<file path="src/rtl/mem_sched_pkg.sv">
// rtl/mem_sched_pkg.sv - Shared widths and request record for the memory request scheduler
package mem_sched_pkg;

  localparam int ADDR_W  = 16;
  localparam int DATA_W  = 8;
  localparam int BANK_HI = 15;
  localparam int BANK_LO = 14;
  localparam int REQ_W   = 1 + ADDR_W + DATA_W;

  typedef struct packed {
    logic              we;
    logic [ADDR_W-1:0] addr;
    logic [DATA_W-1:0] wdata;
  } mem_req_t;

endpackage

</file>
<file path="src/rtl/sync_fifo.sv">
// rtl/sync_fifo.sv - Synchronous FIFO with occupancy count and full/empty flags
module sync_fifo #(
  parameter int WIDTH = 8,
  parameter int DEPTH = 4
) (
  input  logic                       clk,
  input  logic                       rst,
  input  logic                       push,
  input  logic [WIDTH-1:0]           wdata,
  input  logic                       pop,
  output logic [WIDTH-1:0]           rdata,
  output logic                       full,
  output logic                       empty,
  output logic [$clog2(DEPTH+1)-1:0] count
);

  localparam int PTR_W = $clog2(DEPTH);
  localparam int CNT_W = $clog2(DEPTH + 1);

  logic [WIDTH-1:0] storage [DEPTH];
  logic [PTR_W-1:0] wr_ptr;
  logic [PTR_W-1:0] rd_ptr;
  logic             do_push;
  logic             do_pop;

  // A full FIFO refuses a push even when it is popping in the same cycle.
  assign full    = (count == CNT_W'(DEPTH));
  assign empty   = (count == '0);
  assign do_push = push && !full;
  assign do_pop  = pop && !empty;
  assign rdata   = storage[rd_ptr];

  // Pointer and occupancy bookkeeping; pointers wrap naturally at a power-of-2 depth
  always_ff @(posedge clk or posedge rst) begin
    if (rst) begin
      wr_ptr <= '0;
      rd_ptr <= '0;
      count  <= '0;
    end else begin
      if (do_push) wr_ptr <= wr_ptr + 1'b1;
      if (do_pop)  rd_ptr <= rd_ptr + 1'b1;
      case ({do_push, do_pop})
        2'b10:   count <= count + 1'b1;
        2'b01:   count <= count - 1'b1;
        default: count <= count;
      endcase
    end
  end

  // Entry storage; left unreset because count alone decides which entries are live
  always_ff @(posedge clk) begin
    if (do_push) storage[wr_ptr] <= wdata;
  end

endmodule

</file>
<file path="src/rtl/mem_req_scheduler.sv">
// rtl/mem_req_scheduler.sv - In-order request issue to composite_memory with credit-limited read returns
module mem_req_scheduler
  import mem_sched_pkg::*;
#(
  parameter int REQ_DEPTH = 4,
  parameter int RSP_DEPTH = 4,
  parameter int READ_LAT  = 1
) (
  input  logic              clk,
  input  logic              rst,
  input  logic              req_valid,
  output logic              req_ready,
  input  logic              req_we,
  input  logic [ADDR_W-1:0] req_addr,
  input  logic [DATA_W-1:0] req_wdata,
  output logic              rsp_valid,
  input  logic              rsp_ready,
  output logic [DATA_W-1:0] rsp_data,
  output logic              mem_we,
  output logic [ADDR_W-1:0] mem_addr,
  output logic [DATA_W-1:0] mem_din,
  input  logic [DATA_W-1:0] mem_dout,
  output logic              busy
);

  localparam int REQ_CNT_W = $clog2(REQ_DEPTH + 1);
  localparam int CNT_W     = $clog2(RSP_DEPTH + 1);

  mem_req_t               req_in;
  mem_req_t               req_head;
  logic [REQ_W-1:0]       req_head_bits;
  logic                   req_push;
  logic                   req_full;
  logic                   req_empty;
  logic [REQ_CNT_W-1:0]   req_count;

  logic                   rsp_push;
  logic                   rsp_pop;
  logic                   rsp_full;
  logic                   rsp_empty;
  logic [CNT_W-1:0]       rsp_count;

  logic [CNT_W-1:0]       inflight;
  logic [READ_LAT:0]      rd_mark;
  logic                   credit_ok;
  logic                   issue;
  logic                   issue_rd;

  assign req_in    = '{we: req_we, addr: req_addr, wdata: req_wdata};
  assign req_head  = mem_req_t'(req_head_bits);
  assign req_ready = !req_full;
  assign req_push  = req_valid && req_ready;

  sync_fifo #(
    .WIDTH (REQ_W),
    .DEPTH (REQ_DEPTH)
  ) u_req_fifo (
    .clk   (clk),
    .rst   (rst),
    .push  (req_push),
    .wdata (req_in),
    .pop   (issue),
    .rdata (req_head_bits),
    .full  (req_full),
    .empty (req_empty),
    .count (req_count)
  );

  // A read may only leave when its data is guaranteed a response slot; a blocked
  // read holds the head, so everything behind it waits too.
  assign credit_ok = ({1'b0, rsp_count} + {1'b0, inflight}) < (CNT_W + 1)'(RSP_DEPTH);
  assign issue     = !req_empty && (req_head.we || credit_ok);
  assign issue_rd  = issue && !req_head.we;

  // Drive the memory pins from the FIFO head; we is a single-cycle strobe per write
  always_ff @(posedge clk or posedge rst) begin
    if (rst) begin
      mem_we   <= 1'b0;
      mem_addr <= '0;
      mem_din  <= '0;
    end else if (issue) begin
      mem_we   <= req_head.we;
      mem_addr <= req_head.addr;
      mem_din  <= req_head.wdata;
    end else begin
      mem_we   <= 1'b0;
    end
  end

  // Mark issued reads until their data is on mem_dout, and count them as in flight
  always_ff @(posedge clk or posedge rst) begin
    if (rst) begin
      rd_mark  <= '0;
      inflight <= '0;
    end else begin
      rd_mark <= {rd_mark[READ_LAT-1:0], issue_rd};
      case ({issue_rd, rsp_push})
        2'b10:   inflight <= inflight + 1'b1;
        2'b01:   inflight <= inflight - 1'b1;
        default: inflight <= inflight;
      endcase
      assert (!(rsp_push && rsp_full));
    end
  end

  // Data is captured on the edge the read mark leaves the tracker
  assign rsp_push  = rd_mark[READ_LAT];
  assign rsp_valid = !rsp_empty;
  assign rsp_pop   = rsp_valid && rsp_ready;

  sync_fifo #(
    .WIDTH (DATA_W),
    .DEPTH (RSP_DEPTH)
  ) u_rsp_fifo (
    .clk   (clk),
    .rst   (rst),
    .push  (rsp_push),
    .wdata (mem_dout),
    .pop   (rsp_pop),
    .rdata (rsp_data),
    .full  (rsp_full),
    .empty (rsp_empty),
    .count (rsp_count)
  );

  assign busy = (req_count != '0) || (inflight != '0);

endmodule

</file>
<file path="config.mk">
export PLATFORM = sky130hd
export DESIGN_NAME = mem_req_scheduler
export DESIGN_NICKNAME = d
export VERILOG_FILES = /design/src/rtl/mem_sched_pkg.sv /design/src/rtl/sync_fifo.sv /design/src/rtl/mem_req_scheduler.sv
export SDC_FILE = /design/constraint.sdc
export NUM_CORES = 1
export LEC_CHECK = 0
export CORE_MARGIN = 5
export CORE_UTILIZATION = 45
export CTS_BUF_LIST = sky130_fd_sc_hd__clkbuf_4
export CTS_CLUSTER_DIAMETER = 200
export DETAILED_ROUTE_END_ITERATION = 7
export GPL_ROUTABILITY_DRIVEN = 0
export PLACE_DENSITY_LB_ADDON = 0.08
export SLEW_MARGIN = 15
export SYNTH_ARGS = -nofsm -noshare
export SYNTH_HDL_FRONTEND = slang
export SYNTH_SLANG_ARGS = --single-unit
export TNS_END_PERCENT = 10
</file>
<file path="constraint.sdc">
create_clock -name clk -period 5.1 [get_ports clk]
set_input_delay 1.275 -clock clk [delete_from_list [all_inputs] [get_ports clk]]
set_output_delay 1.275 -clock clk [all_outputs]
set_load 0.005 [all_outputs]
</file>
# == Word-level counts from Yosys, hierarchy flattened ==
# Memory sizes are Yosys's and may differ from the RTL's.
# Index checks and enable logic that the tools add are counted.
# word_totals
register_bits,44
out_inout_bits,36
ramBits,132
n_memories,2
# classes
reduce_logical,22
n_mux,8
n_eq_ne,8
magnitude_cmp,1
add_sub_neg,11
# memory_table
memory,words,word_bits,read_ports,rd_ports_with_merged_regs,write_ports,line_no,rtl
u_req_fifo.storage,4,25,1,0,1,sync_fifo.sv:20,logic [WIDTH-1:0] storage [DEPTH];
u_rsp_fifo.storage,4,8,1,0,1,sync_fifo.sv:20,
# ops
op,count
$pmux 3 s2,3
$add 3x1->3 const B,3
$sub 3x1->3 const B,3
$add 2x1->2 const B,4
$logic_and 1x1->1,8
$eq 2x1->1 const B,3
$eq 2x2->1 const B,3
$eq 3x3->1 const B,2
$logic_not 3->1,2
$reduce_bool 2->1,3
$reduce_bool 3->1,2
$logic_not 1->1,5
$mux 1,5
$add 3x3->4,1
$lt 4x3->1 const B,1
$logic_or 1x1->1,2

# == Longest topological paths before layout ==
# depth
ltp_word,7
depth_mapped,12

# == Cells and area by module ==
# From an unflattened synthesis, not the netlist that was laid out.
# hier_totals
hier_cells,332
area_unflattened_um2,7005.5
# modules_own_cells
mod,instances,area_per_inst_um2,seq_area_each_um2,cells_each
sync_fifo (u_req_fifo),1,4083.9,3178.0,169
sync_fifo (u_rsp_fifo),1,1596.5,1136.1,80
mem_req_scheduler,1,1325.0,750.7,83

# == Worst setup path before layout ==
# Ideal clock, no wire load.
# synth_path
kind,register to register
startpoint,register u_rsp_fifo.count[1]
endpoint,register u_req_fifo.count[2]
t_arrival_ns,2.589
required_ns,5.021
stages_incl_launch_ff,13
setup_time_ns,0.079
path_slack_ns,2.432
path_cell_list,dfrtp_1 > ha_1 > and3_1 > nor4_1 > o31a_1 > buf_6 > buf_8 > ha_1 > inv_1 > fa_1 > xor2_1 > nor2_1 > xor2_1
# synth_between
elab_chain_len,7
# synth_rtl
element,line_no,rtl
"start, declared",sync_fifo.sv:14,output logic [$clog2(DEPTH+1)-1:0] count
"start signal, assigned",sync_fifo.sv:43,2'b10: count <= count + 1'b1;
"start signal, assigned",sync_fifo.sv:44,2'b01: count <= count - 1'b1;
"start signal, assigned",sync_fifo.sv:45,default: count <= count;
$add 3x3->4 *,mem_req_scheduler.sv:71,"assign credit_ok = ({1'b0, rsp_count} + {1'b0, inflight}) < (CNT_W + 1)'(RSP_DEPTH);"
$lt 4x3->1 *,mem_req_scheduler.sv:71,
$logic_or 1x1->1 *,mem_req_scheduler.sv:72,assign issue = !req_empty && (req_head.we || credit_ok);
$logic_and 1x1->1 *,mem_req_scheduler.sv:72,
$logic_and 1x1->1 *,sync_fifo.sv:30,assign do_pop = pop && !empty;
named net u_req_fifo.do_pop,sync_fifo.sv:24,logic do_pop;
$eq 2x1->1 / $eq 2x2->1 (equally long branches),sync_fifo.sv:42,"case ({do_push, do_pop})"
$pmux 3 s2 / $reduce_bool 2->1 (equally long branches),-,
"end signal, assigned",sync_fifo.sv:43,
"end signal, assigned",sync_fifo.sv:44,
"end signal, assigned",sync_fifo.sv:45,
"end, declared",sync_fifo.sv:14,
# Mark *: on every way through the listed nets, which the timed path passes. The rest lies on a longest branch.
# A chain may end at the register's enable or synchronous reset.

# == Final worst setup path ==
# layout_path
startpoint,register u_req_fifo.count[0]
endpoint,output busy
# layout_between
elab_chain_len,2
# layout_rtl
element,line_no,rtl
$reduce_bool 3->1,mem_req_scheduler.sv:126,assign busy = (req_count != '0) || (inflight != '0);
$logic_or 1x1->1,mem_req_scheduler.sv:126,
"end, declared",mem_req_scheduler.sv:23,output logic busy
# Every way passes these cells.

==> impl_results.md <==
- Worst path cell trace: or3_1 -> or4_1 -> clkdlybuf4s50_1
- Share of layout cells above drive strength 1: 0.232
- Crit start category: register
- Routed len/inst: 19.2 um
- R2r endpoint: u_req_fifo.count[2]
- Top cells by area, synth: edfxtp_1, dfrtp_1, mux4_2
- Kind of critical path: reg2out
- Placed cell count: about 600
- Hold Path Depth: 0
- Top-area cell type share of the netlist area: 0.576
- Post-CTS setup buffer count: 0
- # hold bufs at CTS: 0
- Worst slew pin tran: roughly 920 ps
- R2R depth: 11
- Rows: 45
- # diodes: 0
- Yosys warning total: 0
- Syn Inst Count: roughly 330
- Setup_tns: 0 ps
- Leading cell types in the layout, fill and taps excluded: edfxtp_1, clkdlybuf4s50_1, dfrtp_1
- PnR Total Power: roughly 4.8 mW
- Antenna violations before repair: 0
- Die area: roughly 0.018 mm2
- I/O Buffers: 72
- Pin count of the biggest net entering global routing: 45
- H-Tree Depth: 4
- Clk Latency, worst-skew pair: 540 ps
- Metal2 WL: ~5.9 mm
- DRC Markers: 0
- Core area: approximately 0.015 mm2
- Avg Inst Size Synth: between 20 and 25 um2
- Worst EP required: roughly 3800 ps
- Synth Register Bits: approximately 180
- Outcome: finished, final reports clean
- Max Freq: between 200 and 300 MHz
- End of the worst hold path: rd_mark[1]
- Peak supply drop: 0.274 mV
- Nets@finish: 467
- Detailed-route vias per instance: approximately 5
- Initial detailed-routing violation count: approximately 160
- Hold path startpoint: rd_mark[0]
- Period utilisation layout: 0.704
- CP Data Arrival Time: roughly 2300 ps
- RSZ-0062 raised after global routing: no
- Post-Syn Area: 0.00688 mm2
- Area Overhead vs Synth: 17.4%
- Synth Net Count: ~380
- GRT overflow: 0
- Max-Cap Viols: 0
- CP max-delay cell: or3_1
- CTS tree: yes
- Delay-heaviest family, CP: simple AND/OR/NAND/NOR gates
- WP buf/inv: 1
- Utilization after layout: 0.535
- Slew HR: 0.389
- Clk root buf: clkbuf_4
- Hold Vio Cnt, Final: 0
- Reg clk slew, reported paths: approximately 140 ps
- Vias post-DR: 3,130
- Crit. End Element: output port
- Num CTS Buffers: 17
- Starting Density: 0.456
- Non-Filler Instances: between 600 and 700
- Total GRT Usage: 0.144
- First-pass GRT wire length: 19.5 mm
- Resize count post-CTS: 0
- Most common cell after layout, fill and taps aside: edfxtp_1
- Crit-path max cell delay: 470 ps
- Met3 Routed Length: ~450 um
- Hold crit path type: reg2reg
- Post-route ant nets: 0
- Slew Limit Fails: 0
- Vias in the first global route: between 3,000 and 4,000
- Power Density: 590 mW/mm2
- Reg2reg start: u_rsp_fifo.count[1]
- CP Max Fanout: 6
- Post-DP HPWL: 7.30 mm
- Worst Skew: approximately 23 ps
- Clock tree buffer depth: 2
- # clock sinks: roughly 180
- Final WL: approximately 12 mm
- Max Used Layer: met4
- Final min period: 3590 ps
- Router iterations before antenna repair: 4
- Die Wd: about 130 um
- I/O pins: 73
- Die height: roughly 130 um
- Netlist cell types: 33
- M1 WL: around 5.3 mm
- Pleak: between 2 and 3 nW
- Yosys top cell by area: edfxtp_1
- R2R setup slack: roughly 2000 ps
- Finish-stage setup viols: 0
- Post-synthesis sequential area ratio: 0.737
[cell type report]
class	instances	area [um2]
Fill cell	1200	7010
Sequential cell	176	5070
Multi-Input combinational cell	124	1660
Timing Repair Buffer	78	766
Tap cell	188	235
Clock inverter	15	158
Clock buffer	17	128
Inverter	17	65.1
[worst register-to-register path, stage by stage (launching register included)]
cell and delay (ps):
dfrtp_1 420, ha_1 290, and3_1 180, nor4_1 430, o31a_2 200, buf_4 420, ha_1 270, inv_1 60
fa_1 370, xor2_1 150, nor2_1 110, xor2_1 150
[cells by family after synthesis]
kind of cell | share of synthesized area
XOR/XNOR | 0.0178
flip-flops | 0.737
AND/OR/NAND/NOR | 0.0222
adder cells (fa/ha/maj) | 0.0324
buffers and inverters | 0.0224
multiplexers | 0.164
AO/OA/AOI/OAI | 0.00510
[worst max path at each step]
| stage | slack [ps] | cells past startpoint | endpoint | startpoint |
|---|---|---|---|---|
| finish | 1510 | 3 | busy | u_req_fifo.count[0] |
| global route | 1310 | 2 | rsp_data[0] | u_rsp_fifo.rd_ptr[0] |
| CTS | 1400 | 2 | rsp_data[0] | u_rsp_fifo.rd_ptr[0] |
| detailed placement | 1960 | 11 | u_req_fifo.count[2] | u_rsp_fifo.count[1] |
| global placement | 2010 | 9 | u_req_fifo.count[2] | u_req_fifo.rd_ptr[0] |
| floorplan | 2430 | 12 | u_req_fifo.count[2] | u_rsp_fifo.count[1] |
[state kept, by name (all words and copies together) (netlist names), 3 cells and up]
name                count
mem_din                 8
u_rsp_fifo.storage     32
mem_addr               16
inflight                3
u_req_fifo.storage    100
u_rsp_fifo.count        3
u_req_fifo.count        3
[report_power, final]
| group | internal, mW | total, mW | switching, mW |
|---|---|---|---|
| sequential | 1.94 | 2.18 | 0.240 |
| combinational | 1.08 | 1.80 | 0.720 |
| clock | 0.299 | 0.784 | 0.485 |
| total | 3.32 | 4.76 | 1.44 |
[stage by stage]
stage	cell area (um2)	worst slack [ps]	hold WS (ps)
after floorplan	6880	2430	331
after global placement	7790	2010	339
after detailed placement	7790	1960	343
after CTS	8080	1400	361
after global routing	8080	1310	377
final	8080	1510	359
[cell usage after synthesis]
| master | count |
|---|---|
| xnor2_1 | 7 |
| mux2_4 | 19 |
| buf_8 | 1 |
| nor4_1 | 1 |
| and2_1 | 6 |
| buf_12 | 1 |
| o31a_1 | 1 |
| ha_1 | 13 |
| clkbuf_1 | 2 |
| nor2b_1 | 1 |
| xor2_1 | 7 |
| edfxtp_1 | 132 |
| fa_1 | 3 |
| or4_1 | 1 |
| or3_1 | 2 |
| mux4_2 | 32 |
| nand3_1 | 2 |
| nor2_1 | 5 |
| and2_4 | 1 |
| a31oi_1 | 1 |
| mux2_2 | 7 |
| buf_2 | 2 |
| o21a_1 | 1 |
| o21ai_0 | 1 |
| and3_1 | 6 |
| dfrtp_1 | 44 |
| inv_1 | 17 |
| mux2i_1 | 4 |
| buf_1 | 2 |
| nand2_1 | 2 |
| o211ai_1 | 1 |
| buf_4 | 1 |
| buf_6 | 2 |
[routing by layer]
metal  GRT usage  vias up
met5           0        -
met4      0.0343        0
met3      0.0446        8
met2       0.236       60
met1       0.191     1616
li1            -     1446
No activity file was read; power rests on OpenSTA's default activity.
